`src/rtl/comar_rand_gen.sv`:
```
// comar_rand_gen: fresh-mask generator for two-share COMAR gadgets.
// Each lane owns a 32-bit Galois LFSR (mask 0x80200003, right shift).
// One advance is six unrolled steps, so each lane yields 6 fresh bits per advance.
// After a seed is loaded, the LFSRs are advanced WARMUP times before the first word is offered.
// Optional feature: define COMAR_RAND_WORD_CNT_EN to add a saturating 16-bit word_cnt output.
//
// Handshakes: a transfer happens on a rising clk edge where valid and ready are both high.
// - seed: the producer holds seed_valid/seed until seed_ready is seen.
// - r: once r_valid rises, r is held stable until r_ready is seen. The only
//   exception is a reseed, which withdraws the pending word.
`timescale 1ns/1ps

module comar_rand_gen #(
    parameter int NUM_GADGETS = 1,
    parameter int WARMUP      = 16
) (
    input  logic                       clk,
    input  logic                       rst_n,
    input  logic                       seed_valid,
    input  logic [31:0]                seed,
    output logic                       seed_ready,
    output logic                       r_valid,
    input  logic                       r_ready,
    output logic [6*NUM_GADGETS-1:0]   r,
    output logic                       busy
`ifdef COMAR_RAND_WORD_CNT_EN
    ,
    output logic [15:0]                word_cnt
`endif
);

    localparam logic [31:0] POLY_MASK   = 32'h80200003;
    localparam logic [31:0] LANE_STRIDE = 32'h9E3779B9;

    typedef enum logic [1:0] {
        ST_IDLE = 2'd0,
        ST_LOAD = 2'd1,
        ST_WARM = 2'd2,
        ST_RUN  = 2'd3
    } state_t;

    state_t                     state;
    state_t                     state_nxt;
    logic [31:0]                seed_q;
    logic [7:0]                 warm_cnt;
    logic                       warm_done;
    logic                       seed_xfer;
    logic                       out_load;
    logic                       lane_adv;
    logic [6*NUM_GADGETS-1:0]   lane_bits;

    // Six Galois steps, unrolled in combinational logic.
    function automatic logic [31:0] adv6(input logic [31:0] s);
        logic [31:0] v;
        v = s;
        for (int i = 0; i < 6; i++) begin
            v = v[0] ? ((v >> 1) ^ POLY_MASK) : (v >> 1);
        end
        return v;
    endfunction

    assign seed_xfer = seed_valid & seed_ready;
    assign warm_done = (warm_cnt == 8'(WARMUP - 1));
    // A reseed in RUN takes priority: the pending word is dropped, not replaced.
    assign out_load  = (state == ST_RUN) && !seed_xfer && (!r_valid || r_ready);
    assign lane_adv  = (state == ST_WARM) || out_load;

    // FSM state register.
    always_ff @(posedge clk or negedge rst_n) begin
        if (!rst_n) state <= ST_IDLE;
        else        state <= state_nxt;
    end

    // Next-state decode plus the seed_ready/busy outputs that depend only on state.
    always_comb begin
        state_nxt  = state;
        seed_ready = 1'b0;
        busy       = 1'b0;
        case (state)
            ST_IDLE: begin
                seed_ready = 1'b1;
                if (seed_valid) state_nxt = ST_LOAD;
            end
            ST_LOAD: begin
                busy      = 1'b1;
                state_nxt = ST_WARM;
            end
            ST_WARM: begin
                busy = 1'b1;
                if (warm_done) state_nxt = ST_RUN;
            end
            ST_RUN: begin
                seed_ready = 1'b1;
                if (seed_valid) state_nxt = ST_LOAD;
            end
            default: state_nxt = ST_IDLE;
        endcase
    end

    // Capture the accepted seed. Lanes derive their own seed from it during LOAD.
    always_ff @(posedge clk or negedge rst_n) begin
        if (!rst_n)         seed_q <= 32'd0;
        else if (seed_xfer) seed_q <= seed;
    end

    // Warm-up advance counter. It is cleared in LOAD and wraps to 0 on the last WARMUP cycle.
    always_ff @(posedge clk or negedge rst_n) begin
        if (!rst_n) begin
            warm_cnt <= 8'd0;
        end else if (state == ST_LOAD) begin
            warm_cnt <= 8'd0;
        end else if (state == ST_WARM) begin
            warm_cnt <= warm_done ? 8'd0 : warm_cnt + 8'd1;
        end
    end

    for (genvar k = 0; k < NUM_GADGETS; k++) begin : g_lane
        localparam logic [31:0] LANE_OFS = 32'(k) * LANE_STRIDE;
        logic [31:0] lfsr_q;
        logic [31:0] lane_seed;

        // An all-zero state would lock the LFSR, so it is replaced by 1.
        assign lane_seed = ((seed_q ^ LANE_OFS) == 32'd0) ? 32'd1 : (seed_q ^ LANE_OFS);
        assign lane_bits[6*k +: 6] = lfsr_q[5:0];

        // Per-lane LFSR: it seeds in LOAD and advances during warm-up and on every word load.
        always_ff @(posedge clk or negedge rst_n) begin
            if (!rst_n) begin
                lfsr_q <= 32'd1;
            end else if (state == ST_LOAD) begin
                lfsr_q <= lane_seed;
            end else if (lane_adv) begin
                lfsr_q <= adv6(lfsr_q);
            end
        end
    end

    // Output word register. It captures the lanes' low six bits before they advance.
    always_ff @(posedge clk or negedge rst_n) begin
        if (!rst_n) begin
            r       <= '0;
            r_valid <= 1'b0;
        end else if (seed_xfer) begin
            r_valid <= 1'b0;
        end else if (out_load) begin
            r       <= lane_bits;
            r_valid <= 1'b1;
        end
    end

`ifdef COMAR_RAND_WORD_CNT_EN
    // Count delivered words since the last seed, saturating at all-ones.
    always_ff @(posedge clk or negedge rst_n) begin
        if (!rst_n) begin
            word_cnt <= 16'd0;
        end else if (seed_xfer) begin
            word_cnt <= 16'd0;
        end else if (r_valid && r_ready && (word_cnt != 16'hFFFF)) begin
            word_cnt <= word_cnt + 16'd1;
        end
    end
`endif

endmodule

```
`config.mk`:
```
export PLATFORM = sky130hd
export DESIGN_NAME = comar_rand_gen
export DESIGN_NICKNAME = d
export VERILOG_FILES = /design/src/rtl/comar_rand_gen.sv
export SDC_FILE = /design/constraint.sdc
export NUM_CORES = 1
export LEC_CHECK = 0
export ABC_AREA = 1
export CORE_MARGIN = 5
export CORE_UTILIZATION = 50
export DETAILED_ROUTE_END_ITERATION = 6
export PLACE_DENSITY = 0.73
export SLEW_MARGIN = 20
export SYNTH_ARGS = -nofsm -noshare
export SYNTH_HDL_FRONTEND = slang
export SYNTH_SLANG_ARGS = --single-unit
```
`constraint.sdc`:
```
create_clock -name clk -period 2.16 [get_ports clk]
set_input_delay 0.216 -clock clk [delete_from_list [all_inputs] [get_ports clk]]
set_output_delay 0.216 -clock clk [all_outputs]
set_load 0.1 [all_outputs]
```
==> results.sh <==
export IMPL_status="complete, no violations"
export IMPL_multi_input_area_sq_um=1590
export IMPL_crit_type="flop to flop"
export IMPL_cp_top_family="buffers and inverters"
export IMPL_final_max_slew_viol_count=0
export IMPL_slowest_delay_ns=0.44
export IMPL_start_util=0.505
export IMPL_vias=3186
export IMPL_end_kind="flop"
export IMPL_nFillCells=679
export IMPL_synth_flop_cell="dfrtp_1"
export IMPL_path_cells="ha_4 -> nand2_2 -> inv_4 -> nor3_4 -> nor3_4 -> buf_4 -> a21oi_1 -> o21ai_1 -> o21ai_1"
export IMPL_drc=0
export IMPL_worst_slew_pin_slew_ns=0.430
export IMPL_antenna_found_initial=0
export IMPL_seq_area_frac_synth=0.528
export IMPL_cpMaxStageDelayCell="dfrtp_1"
export IMPL_hold_violations=0
export IMPL_wl_per_cell_um=13.4
export IMPL_via_per_inst=5.14
export IMPL_yosysUniqueCellTypes=34
export IMPL_core_sq_um=7610
export IMPL_firstDrtPassIters=4
export IMPL_cts_buffers_inserted=9
export IMPL_final_design_area_no_fill_sq_um=4570
export IMPL_crit_buf_inv=2
export IMPL_finalCritPeriodShare=0.891
export IMPL_async_reset_ff_frac=1.00
export IMPL_clkSlewWorstSetupHoldPaths_ns=0.08
export IMPL_synth_edf_count=0
export IMPL_portBuffers=44
export IMPL_setup_tns_ns=0
export IMPL_grt_setup_unrepaired="no"
export IMPL_clk_latency_ns=0.34
export IMPL_fin_nets=556
export IMPL_required_ns=2.39
export IMPL_grt_usage=0.187
export IMPL_postPlaceCellArea_sq_um=4400
export IMPL_post_cts_buffers=0
export IMPL_synth_seq_cells=81
export IMPL_pin_count=45
export IMPL_synth_area_leaders="dfrtp_1, nand2_1, a21oi_1"
export IMPL_grt_pass1_wl_um=14700
export IMPL_maxCapViolations=0
export IMPL_routabilityCongestion=0.829
export IMPL_num_rows=32
export IMPL_grt_pass1_vias=3183
export IMPL_drive_gt1_frac=0.0849
export IMPL_max_freq_ghz=0.520
export IMPL_drt_iter0_drc=188
export IMPL_dieArea_sq_um=9540
export IMPL_htree_levels=3
export IMPL_syn_instance_count=472
export IMPL_cts_sinks=81
export IMPL_grt_max_degree=57
export IMPL_syn_area_sq_um=3840
export IMPL_synth_nets=513
export IMPL_die_w_um=97.7
export IMPL_final_antenna_net_count=0
export IMPL_critPathMaxFanout=33
export IMPL_seq_area_sq_um=2030
export IMPL_hp_class="primary input to asynchronous set/reset pin"
export IMPL_cp_arrival_ns=2.15
export IMPL_areaGrowthSynthToFinish_pct=19.0
export IMPL_cts_tree="built"
export IMPL_yosys_warnings=0
export IMPL_synth_area_per_cell_sq_um=8.14
export IMPL_die_h_um=97.7
export IMPL_wl_um=8300
export IMPL_final_setup_skew_ns=0.0104
export IMPL_cts_root_buf="clkbuf_8"
export IMPL_dp_hpwl_um=5910
export IMPL_grt_remaining_overflow=0
export IMPL_synth_area_leader_cell="dfrtp_1"
export IMPL_setup_viol=0
export IMPL_n_antenna_cell=0
export IMPL_relSlewSlack=0.713
export IMPL_finalCriticalPeriod_ns=1.92
export IMPL_synth_top_area_share=0.521
export IMPL_clockBufferDepth=2
export IMPL_start_kind="flop"
## cell type report
cell class / instances / area share
multi-input cells: 334 / 0.348
flip-flops and latches: 81 / 0.444
inverters: 36 / 0.0306
well taps: 102 / 0.0279
clock buffers: 14 / 0.0356
repair buffers: 53 / 0.114
## worst paths after layout
kind / endpoint / slack, ns / startpoint / depth (start not counted)
min in group clk: seed_q[4]$_DFFE_PN0P_ / 0.40 / seed[4] / 3
min: seed_q[28]$_DFFE_PN0P_ / 0.32 / rst_n / 2
max reg2reg: g_lane[0].lfsr_q[31]$_DFFE_PN0P_ / 0.24 / state[1]$_DFFE_PN0P_ / 9
max: g_lane[0].lfsr_q[31]$_DFFE_PN0P_ / 0.24 / state[1]$_DFFE_PN0P_ / 9
max in group asynchronous: g_lane[0].lfsr_q[0]$_DFFE_PN1P_ / 1.18 / rst_n / 3
min reg2reg: r[2]$_DFFE_PN0P_ / 0.50 / r[2]$_DFFE_PN0P_ / 2
## stage by stage
stage                     setup slack, ns  hold slack, ns  cells  utilization
after global routing                0.112           0.355    620        0.601
after global placement              0.246           0.148    605        0.578
after detailed placement            0.149           0.151    605        0.578
after CTS                           0.136           0.328    620        0.601
after floorplan                    0.0557         -0.0796    472            -
final                               0.236           0.324    620        0.601
## state kept, by name, summed over array words and instances, names as in the netlist
signal	cells
r	6
seed_q	32
g_lane.lfsr_q	32
warm_cnt	8
state	2
r_valid	1
## cell families after synthesis
group | synth area share
AO/OA/AOI/OAI | 0.136
flip-flops | 0.528
XOR/XNOR | 0.0208
adder cells (fa/ha/maj) | 0.0163
buffers and inverters | 0.0612
AND/OR/NAND/NOR | 0.237
## worst register-to-register path: cells and delay by family (launching register included)
family                   cells  cell delay [ns]
buffers and inverters        2             0.45
flip-flops                   1             0.44
adder cells (fa/ha/maj)      1             0.37
AO/OA/AOI/OAI                3             0.25
AND/OR/NAND/NOR              3             0.31
## cells in the final DEF, fill, tap and decap left out, types with 2 or more instances in the layout
cell             count
a21oi_1             55
a31oi_1              3
o21ai_0              9
dfrtp_1             80
nor3_4               2
nand4_1              3
inv_2                5
nand2_2              2
ha_1                 4
inv_4                2
nand3_1             15
nand2_1            157
clkdlybuf4s50_1     34
buf_12               3
clkbuf_1             3
inv_1               29
nor2_1              44
xor2_1               3
buf_4               15
a22oi_1              5
clkbuf_8            11
o21ai_1             18
xnor3_1              2
## layer usage
layer | global-route usage | vias up | wire (um)
met5 | 0 | - | 0
met4 | 0.0714 | 0 | 149
met3 | 0.0323 | 14 | 293
met2 | 0.289 | 63 | 3900
met1 | 0.264 | 1506 | 3960
li1 | - | 1603 | -
## cell usage after synthesis, types with 2 or more instances
master,instances
a21oi_1,55
a22oi_1,5
a31oi_1,3
buf_2,3
buf_4,2
clkbuf_1,15
dfrtp_1,80
ha_1,5
inv_1,29
inv_2,6
nand2_1,157
nand2_2,2
nand3_1,15
nand4_1,3
nor2_1,44
nor3_4,2
o21ai_0,9
o21ai_1,18
xnor3_1,2
xor2_1,3
## what timing repair did
item / CTS / global route
hold buffers: 1 / 0
gates resized for setup: 0 / 2
setup endpoints to repair: 0 / 2
hold endpoints to repair: 25 / 0
Power is left out: the tool's default activity adds up to more than one toggle a clock period on the data nets, which glitch-free logic cannot reach.
